File: src/rtl/mc_sequencer.sv
// mc_sequencer: multi-cycle control sequencer for the MIPS multi-cycle core.
// Walks FETCH/DECODE/EXEC/MEM/WB/JUMP and emits the per-cycle datapath strobes.
// The decoded control bundle is captured once per instruction in DECODE.
// A counter tracks how many instructions have retired.
module mc_sequencer #(
    parameter int CNT_W = 16
) (
    input  logic             clock,
    input  logic             resetn,
    input  logic [1:0]       ALUop,
    input  logic             ALUsrc,
    input  logic             Branch,
    input  logic             bne,
    input  logic             Jnot,
    input  logic             sijal,
    input  logic             MemRd,
    input  logic             MemWr,
    input  logic             MemtoReg,
    input  logic             REGdst,
    input  logic             RegWrite,
    input  logic             zero,
    input  logic             mem_ready,
    output logic             PCWrite,
    output logic             IorD,
    output logic             MemRead,
    output logic             MemWrite,
    output logic             IRWrite,
    output logic             RegWr,
    output logic [1:0]       RegDstSel,
    output logic [1:0]       WbSel,
    output logic             ALUSrcA,
    output logic [1:0]       ALUSrcB,
    output logic [1:0]       ALUOpOut,
    output logic [1:0]       PCSource,
    output logic [2:0]       state,
    output logic [CNT_W-1:0] retired
);

    typedef enum logic [2:0] {
        RST    = 3'd0,
        FETCH  = 3'd1,
        DECODE = 3'd2,
        EXEC   = 3'd3,
        MEM    = 3'd4,
        WB     = 3'd5,
        JUMP   = 3'd6
    } state_t;

    // Jnot is only needed to pick EXEC vs JUMP in DECODE, so it is not kept.
    typedef struct packed {
        logic [1:0] ALUop;
        logic       ALUsrc;
        logic       Branch;
        logic       bne;
        logic       sijal;
        logic       MemRd;
        logic       MemWr;
        logic       MemtoReg;
        logic       REGdst;
        logic       RegWrite;
    } ctl_t;

    state_t           state_q, state_d;
    ctl_t             ctl_q, ctl_d;
    logic [CNT_W-1:0] retired_q, retired_d;

    // State, latched control bundle and retire count; reset aborts any instruction.
    always_ff @(posedge clock or negedge resetn) begin
        if (!resetn) begin
            state_q   <= RST;
            ctl_q     <= '0;
            retired_q <= '0;
        end else begin
            state_q   <= state_d;
            ctl_q     <= ctl_d;
            retired_q <= retired_d;
        end
    end

    // Next-state decode and combinational strobes for the current phase.
    always_comb begin
        state_d   = RST;
        ctl_d     = ctl_q;
        PCWrite   = 1'b0;
        IorD      = 1'b0;
        MemRead   = 1'b0;
        MemWrite  = 1'b0;
        IRWrite   = 1'b0;
        RegWr     = 1'b0;
        RegDstSel = 2'b00;
        WbSel     = 2'b00;
        ALUSrcA   = 1'b0;
        ALUSrcB   = 2'b00;
        ALUOpOut  = 2'b00;
        PCSource  = 2'b00;
        case (state_q)
            RST: begin
                state_d = FETCH;
            end
            FETCH: begin
                MemRead = 1'b1;
                ALUSrcB = 2'b01;
                state_d = FETCH;
                if (mem_ready) begin
                    IRWrite = 1'b1;
                    PCWrite = 1'b1;
                    state_d = DECODE;
                end
            end
            DECODE: begin
                ALUSrcB        = 2'b11;
                ctl_d.ALUop    = ALUop;
                ctl_d.ALUsrc   = ALUsrc;
                ctl_d.Branch   = Branch;
                ctl_d.bne      = bne;
                ctl_d.sijal    = sijal;
                ctl_d.MemRd    = MemRd;
                ctl_d.MemWr    = MemWr;
                ctl_d.MemtoReg = MemtoReg;
                ctl_d.REGdst   = REGdst;
                ctl_d.RegWrite = RegWrite;
                state_d        = Jnot ? EXEC : JUMP;
            end
            EXEC: begin
                ALUSrcA = 1'b1;
                ALUSrcB = ctl_q.ALUsrc ? 2'b10 : 2'b00;
                if (ctl_q.Branch || ctl_q.bne) begin
                    ALUOpOut = 2'b01;
                    PCSource = 2'b01;
                    PCWrite  = (ctl_q.Branch & zero) | (ctl_q.bne & ~zero);
                    state_d  = FETCH;
                end else begin
                    ALUOpOut = ctl_q.ALUop;
                    if (ctl_q.MemRd || ctl_q.MemWr) begin
                        state_d = MEM;
                    end else if (ctl_q.RegWrite) begin
                        state_d = WB;
                    end else begin
                        state_d = FETCH;
                    end
                end
            end
            MEM: begin
                IorD     = 1'b1;
                MemRead  = ctl_q.MemRd;
                MemWrite = ctl_q.MemWr;
                state_d  = MEM;
                if (mem_ready) begin
                    state_d = ctl_q.MemRd ? WB : FETCH;
                end
            end
            WB: begin
                RegWr     = 1'b1;
                RegDstSel = ctl_q.REGdst ? 2'b01 : 2'b00;
                WbSel     = ctl_q.MemtoReg ? 2'b01 : 2'b00;
                state_d   = FETCH;
            end
            JUMP: begin
                PCWrite  = 1'b1;
                PCSource = 2'b10;
                if (ctl_q.sijal) begin
                    RegWr     = 1'b1;
                    RegDstSel = 2'b10;
                    WbSel     = 2'b10;
                end
                state_d = FETCH;
            end
            default: begin
                state_d = RST;
            end
        endcase
    end

    // An instruction retires when control returns to FETCH from a final phase.
    always_comb begin
        retired_d = retired_q;
        if (state_d == FETCH &&
            (state_q == EXEC || state_q == MEM || state_q == WB || state_q == JUMP)) begin
            retired_d = retired_q + CNT_W'(1);
        end
    end

    assign state   = state_q;
    assign retired = retired_q;

endmodule
File: config.mk
export PLATFORM = sky130hd
export DESIGN_NAME = mc_sequencer
export DESIGN_NICKNAME = d
export VERILOG_FILES = /design/src/rtl/mc_sequencer.sv
export SDC_FILE = /design/constraint.sdc
export NUM_CORES = 1
export LEC_CHECK = 0
export ABC_AREA = 1
export CAP_MARGIN = 20
export CORE_MARGIN = 2
export CORE_UTILIZATION = 25
export DETAILED_ROUTE_END_ITERATION = 7
export GPL_TIMING_DRIVEN = 0
export PLACE_DENSITY_LB_ADDON = 0.1
export SLEW_MARGIN = 20
export SYNTH_ARGS = -nofsm -noshare
export SYNTH_HDL_FRONTEND = slang
export SYNTH_SLANG_ARGS = --single-unit
File: constraint.sdc
create_clock -name clock -period 1.6 [get_ports clock]
set_input_delay 0.48 -clock clock [delete_from_list [all_inputs] [get_ports clock]]
set_output_delay 0.48 -clock clock [all_outputs]
set_load 0.02 [all_outputs]
# --- Word-level counts from Yosys, hierarchy flattened ---
# Cells that the tools add are included.
classes:
  addsub: 1
  multipliers: 0
  n_div: 0
  n_lt_le_gt_ge: 0
  eq_ne: 7
  shifts: 0
  mux: 29
  n_bitwise: 4
  n_reduce_logical: 8
ops:
  columns: ["operator", "count"]
  rows:
  - ["3-bit 2-to-1 mux", 6]
  - ["16-bit by 1-bit adder with 16-bit output, second input constant", 1]
  - ["3-bit one-hot mux with 5 select lines", 1]
  - ["2-bit one-hot mux with 2 select lines", 3]
  - ["1-bit 2-to-1 mux", 10]
  - ["2-bit 2-to-1 mux", 5]
  - ["3-bit equality test, second input constant", 3]
  - ["3-bit by 1-bit equality test with 1-bit output, second input constant", 2]
  - ["3-bit by 2-bit equality test with 1-bit output, second input constant", 2]
  - ["2-bit one-hot mux with 3 select lines", 1]
  - ["1-bit logical OR", 5]
  - ["1-bit one-hot mux with 2 select lines", 2]
  - ["3-bit zero test", 1]
  - ["1-bit one-hot mux with 3 select lines", 1]
  - ["3-bit OR reduction", 1]
  - ["1-bit AND", 2]
  - ["1-bit logical AND", 1]
  - ["1-bit NOT", 1]
  - ["1-bit bitwise OR", 1]
word_totals:
  reg_bits: 30
  latchBits: 0
  ramBits: 0
  romBits: 0
  inputBits: 16
  output_inout_bits: 36
  mem_count: 0

# --- Longest topological paths before layout ---
# Gate-level depths: netlist of the first run.
depth:
  depth_word: 6
  depth_mapped: 10
  depth_no_buf: 9

# --- Least setup slack after synthesis of the first run ---
# OpenSTA, ideal clock, no wires.
synth_path:
  kind: "reg2out"
  start: "reg state_q[2] (netlist: state[2])"
  end: "out PCWrite"
  t_arrival_ns: 1.515
  slack_ns: -0.395
  path_stages_with_launch: 7
  path_buffers: 1
  cell_sequence: "dfrtp_1 -> buf_4 -> nor3_1 -> inv_1 -> nor2_1 -> inv_1 -> nand3_1"
synth_between:
  elab_chain_len: 2
  word_cells_on_any_way: 4
  cone_classes: "eq/ne: 3; mux: 1"
synth_rtl:
  columns: ["element", "line", "source"]
  rows:
  - ["start, declared", "63", "state_t state_q, state_d;"]
  - ["start signal, assigned", "74", "state_q <= state_d;"]
  - ["3-bit equality test, or another cell as far along", "96", "case (state_q)"]
  - ["1-bit one-hot mux with 3 select lines *", "96", null]
  - ["end, declared", "23", "output logic PCWrite,"]
# Mark *: on every way between the ends. The rest lies on a longest branch, timed or not.

# --- Final worst setup path of the first run ---
layout_path:
  start: "reg state_q[1] (netlist: state[1])"
  end: "out ALUOpOut[0]"
layout_between:
  elab_chain_len: 2
layout_rtl:
  columns: ["element", "line", "source"]
  rows:
  - ["3-bit by 2-bit equality test with 1-bit output", "96", null]
  - ["2-bit 2-to-1 mux", "96", null]
  - ["end, declared", "33", "output logic [1:0] ALUOpOut,"]
# No other way between the ends.

==> results.toml, run 1 <==
[placement]
port_buffers = 51
place.gp.congestion = 0.803
placed_area_mm2 = 0.00248
place_hpwl_um = 3590

[cells_and_area]
layout-drive-gt1-share_pct = 28.4
fill_cells = 751
stdcell_area_mm2 = 0.00275
area_growth_pct = 55.3
final_common_cell = "nand2_1"
mostFrequentLayoutCells = "nand2_1 (106), dfrtp_1 (25), inv_1 (21), buf_4 (21), nor2_1 (19)"
final_net_count = 344
diodes = 0

[logic_synthesis]
synthDistinctLibCells = 25
synthTopCellsByArea = "dfrtp_1 (42%), nand2_1 (23%), inv_1 (5.9%)"
synthXorXnorAreaFrac_pct = 3.46
yosys_warnings = 0
synthAdderAreaFrac_pct = 0.707
synth_top_area_share_pct = 42.4
synthSimpleGateAreaFrac_pct = 39.6
synth_compound_area_share_pct = 5.09
synth_top_family_by_area = "simple AND/OR/NAND/NOR gates"
ys_seq_area_share_pct = 42.4
syn_nets = 269
ys_ff_latch = 30
syn_area_per_cell_um2 = 7.03
synth.area.mux_share_pct = 0
syn_inst = 252
syn-cell-area_mm2 = 0.00177
yosys.area.top_type = "dfrtp_1"

[clock_network]
cts_tree = "done"
htreeDepth = 2
cts_root_buffer = "clkbuf_8"
cts-buffers-inserted = 5
clk_pin_slew_worst_paths_ns = 0.07
clk_path_buf_depth = 2
cts.sinks = 30
clk_latency_ns = 0.29

[route]
firstDrtPassIters = 4
routed_wl_um = 4860
drc = 0
viasPerCell = 4.17
routedWlPerCell_um = 11.5
drt_iter0_drc = 79
postRouteAntennaNets = 0
num_vias = 1768

[power]
ir_drop_v = 0.000529
p_int_mw = 2.49
power.share.clock_pct = 14.6
p_sw_share_pct = 44.8
pwr-share-seq_pct = 27.1
p_leak_nw = 1.37
power.total_mw = 4.51
powerDensity_mw_per_mm2 = 1640
p_switching_mw = 2.02
p_comb_share_pct = 58.3

[worst_setup_path]
r2r_slack_ns = 0.05
r2r-end = "retired[14]"
r2r_cells = 9
worstSetupStartpointType = "flip-flop"
required_ns = 1.12
crit_top_cell = "buf_4"
r2r-start = "state[1]"
path_cells = "nand2_4 > nor2_4 > buf_4 > o21ai_1 > inv_1 > buf_4"
cp_max_fo = 6
slowest_delay_ns = 0.50
worstPathArrival_ns = 1.48
worstSetupEndpointType = "output port"
path_class = "flip-flop to output port"
crit_path_top_delay_cell = "dfrtp_2"

[sta]
whs_ns = 0.478
timing_hold_violations_final = 0
maxSlewViolCount = 0
rsz0062_at_grt = "true"
max_slew.worst_pin.slew_ns = 0.330
finalSetupTns_ns = -4.34
setup_viol = 17
layout_setup_ws_ns = -0.355
period_minus_slack_ns = 1.96
clock_skew_ns = 0.00390
slew_headroom_pct = 77.9
fin_crit_sh_pct = 122
max_freq_ghz = 0.511

[grt]
grt_overflow = 0
grt_pass1_vias = 1598
grt_usage_pct = 13.3
antenna_found_initial = 0
grt_max_degree = 30
grt_pass1_wl_um = 7880

[min_path]
hold_depth = 2
hp-start = "ctl_q[9]"
hold_path_end = "ctl_q[9]"
hp-class = "flip-flop to flip-flop"

[die]
die_area_mm2 = 0.00777
initial_core_util_pct = 25.9
dieWidth_um = 88.2
core_mm2 = 0.00683
pin_count = 52
rows = 30
die_h_um = 88.2

[flow_run]
maxCapViolCount = 0

[run_status]
status = "finished with violations"
failed_checks = "setup timing"
## layout make-up
type                    count  area, um^2  share of cell area (%)
clock buffers               6        82.6                    3.00
well taps                  96         120                    4.37
flip-flops and latches     30         757                    27.5
clock inverters             2        12.5                   0.455
repair buffers             68         614                    22.3
multi-input cells         186         996                    36.2
plain buffers               6        55.1                    2.00
inverters                  30         113                    4.09
## repair_timing
item                                    CTS  global route
setup buffers                             6             9
hold endpoints to repair                  1             0
hold buffers                              1             0
endpoints found under the setup margin   36            52
resized for setup                       122            40
pin swaps                                 5            11
## worst max-delay path by stage
| stage | depth (start not counted) | startpoint | endpoint |
|---|---|---|---|
| after floorplan | 3 | state[0] | RegWr |
| after global placement | 6 | mem_ready | PCWrite |
| after detailed placement | 6 | mem_ready | PCWrite |
| after CTS | 6 | state[1] | ALUOpOut[0] |
| after global routing | 5 | state[1] | PCWrite |
| final | 6 | state[1] | ALUOpOut[0] |
## cells in the mapped netlist (all sizes together)
| cell type | instances |
|---|---|
| inv | 30 |
| xnor2 | 4 |
| nand4 | 7 |
| nor2 | 29 |
| o211ai | 1 |
| ha | 1 |
| dfrtp | 30 |
| a22oi | 1 |
| buf | 5 |
| xor2 | 3 |
| clkbuf | 1 |
| nor3 | 2 |
| o21ai | 14 |
| nand3 | 13 |
| a21oi | 1 |
| nand2 | 110 |
## cell families after synthesis
family          Yosys count
simple gates            161
buf+inv                  36
xor+xnor                  7
compound gates           17
fa+ha+maj                 1
flops                    30
## sequential cells by signal, summed over array words and instances, names as in the netlist
signal	flops
retired	16
state	3
ctl_q	11
## through the flow
stage | worst slack (ns) | util, % | cells
global placement | -0.792 | 36.0 | 399
global route | -0.429 | 40.3 | 424
floorplan | -0.0819 | - | 252
finish | -0.355 | 40.3 | 424
detailed placement | -0.768 | 36.3 | 400
CTS | -0.396 | 38.5 | 415
## critical path, delay by kind of cell (launching register included)
family,cells,cell delay (ns)
buffers and inverters,3,0.35
flip-flops,1,0.50
AO/OA/AOI/OAI,1,0.05
AND/OR/NAND/NOR,2,0.27
## power by group through the flow
stage,logic (mW),registers (mW),clock network [mW]
3_3_place_gp,2.23,1.19,0
3_5_place_dp,2.22,1.20,0
4_1_cts,2.29,1.21,0.684
5_1_grt,2.89,1.26,0.713
6_report,2.63,1.22,0.661
2_1_floorplan,1.34,1.27,0
## per-layer routing
layer  routed length [um]  share of wire, %  GRT usage (%)  vias to the layer above
li1                     -                 -              -                      929
met1                 2400                49           19.2                      806
met2                 2250                46           19.7                       25
met3                  128               2.6           2.54                        8
met4                   78               1.6           4.96                        0
met5                    0                 0              0                        -
(Power assumes the default switching activity.)
==> run 2: changes to the inputs <==
- clock period: 1.6 -> 1.7 ns (I/O delays scaled with it)
==> results.toml, run 2 (synthesized netlist as in run 1, its figures left out) <==
[clock_network]
cts.sinks = 30
clk_path_buf_depth = 2
cts_root_buffer = "clkbuf_8"
cts_tree = "done"
clk_pin_slew_worst_paths_ns = 0.07
cts-buffers-inserted = 5
htreeDepth = 2
cts_hold_buf = 0
clk_latency_ns = 0.28

[grt]
grt_usage_pct = 14.6
antenna_found_initial = 0
grt_max_degree = 19
grt_pass1_vias = 1777
grt_pass1_wl_um = 8600
grt_overflow = 0

[placement]
port_buffers = 51
placed_area_mm2 = 0.00246
place_hpwl_um = 3670
place.gp.congestion = 0.772

[cells_and_area]
mostFrequentLayoutCells = "nand2_1 (106), buf_4 (27), dfrtp_1 (26)"
largest_reg_flops = 16
area_growth_pct = 61.3
stdcell_area_mm2 = 0.00286
layout-drive-gt1-share_pct = 27.9
final_common_cell = "nand2_1"
final_net_count = 353
diodes = 0

[sta]
fin_crit_sh_pct = 115
layout_setup_ws_ns = -0.247
period_minus_slack_ns = 1.95
slew_headroom_pct = 76.8
max_slew.worst_pin.slew_ns = 0.347
max_freq_ghz = 0.514
maxSlewViolCount = 0
setup_viol = 17
rsz0062_at_grt = "true"
clock_skew_ns = 0.00677
timing_hold_violations_final = 0
whs_ns = 0.126

[route]
drc = 0
viasPerCell = 4.21
postRouteAntennaNets = 0
num_vias = 1822
routed_wl_um = 5180
drt_iter0_drc = 89
routedWlPerCell_um = 12.0
firstDrtPassIters = 4

[flow_run]
maxCapViolCount = 0

[power]
p_int_mw = 2.46
powerDensity_mw_per_mm2 = 1550
ir_drop_v = 0.000440
p_comb_share_pct = 60.4
p_sw_share_pct = 44.3
pwr-share-seq_pct = 25.8
power.share.clock_pct = 13.8
p_switching_mw = 1.96
p_leak_nw = 1.47
power.total_mw = 4.42

[worst_setup_path]
path_class = "flip-flop to output port"
r2r-end = "retired[0]"
r2r-start = "state[1]"
r2r_cells = 10
cp_max_fo = 6
r2r_slack_ns = 0.01
worstSetupEndpointType = "output port"
worstSetupStartpointType = "flip-flop"
required_ns = 1.19
worstPathArrival_ns = 1.44

[die]
initial_core_util_pct = 25.9
pin_count = 52
die_area_mm2 = 0.00777
rows = 30
dieWidth_um = 88.2
core_mm2 = 0.00683
die_h_um = 88.2

[run_status]
failed_checks = "setup timing"
status = "finished with violations"

[min_path]
hp-class = "primary input to asynchronous set/reset pin"
[run 2: cell types whose count changed in the layout (fill, tap and decap cells not counted), sizes merged]
cell and change:
buf +9, clkbuf -5, clkdlybuf4s15 -3, clkdlybuf4s50 -1, clkinvlp -1, dlygate4sd2 +11, dlygate4sd3 -1
[run 2: how the worst max path moves through the flow]
stage,start,to
global route,state[1],PCWrite
global placement,mem_ready,PCWrite
detailed placement,mem_ready,PCWrite
floorplan,state[2],PCWrite
finish,state[1],PCWrite
CTS,state[1],PCWrite
[run 2: area by class of cell]
type                       count  area [um^2]
sequential                    30          756
buffer                         5         47.5
multi-input combinational    186          983
clock inverter                 1         5.00
inverter                      30          118
fill                         742         3980
timing repair buffer          78          741
tap                           96          120
clock buffer                   7         86.3
[run 2: through the flow]
stage | cells | TNS [ns] | worst slack, ns | utilization, %
finish | 433 | -2.68 | -0.247 | 41.8
global route | 433 | -5.16 | -0.326 | 41.8
CTS | 422 | -2.47 | -0.267 | 40.1
detailed placement | 400 | -8.74 | -0.761 | 36.0
global placement | 399 | -26.76 | -0.758 | 35.7
floorplan | 252 | -0.0751 | -0.0555 | -
[run 2: per-layer routing]
metal / part of all wire, % / routed length [um] / GRT usage [%] / vias to the layer above
met5: 0 / 0 / 0 / -
met4: 1.1 / 57 / 4.96 / 0
met3: 5.3 / 275 / 3.30 / 4
met2: 46 / 2390 / 23.1 / 43
met1: 47 / 2460 / 19.6 / 828
li1: - / - / - / 947
[run 2: power by group through the flow]
stage	logic [mW]	registers [mW]	clock network [mW]
after floorplan	1.21	1.19	0
after global placement	2.04	1.13	0
after detailed placement	2.05	1.13	0
after CTS	2.43	1.14	0.646
after global routing	2.91	1.17	0.684
final	2.67	1.14	0.610
[run 2: worst max-delay path, stage by stage, from the launching register on]
cell      delay [ns]
dfrtp_2         0.45
nand2_2         0.10
nor2_4          0.19
buf_6           0.13
o211ai_1        0.09
nand3_2         0.08
buf_6           0.11
[run 2: repair_timing]
action | in CTS | in global routing
resized for setup | 142 | 14
gates cloned | 0 | 1
buffers inserted | 14 | 11
setup endpoints to repair | 36 | 38
pin swaps | 9 | 3
hold endpoints to repair | 0 | 0
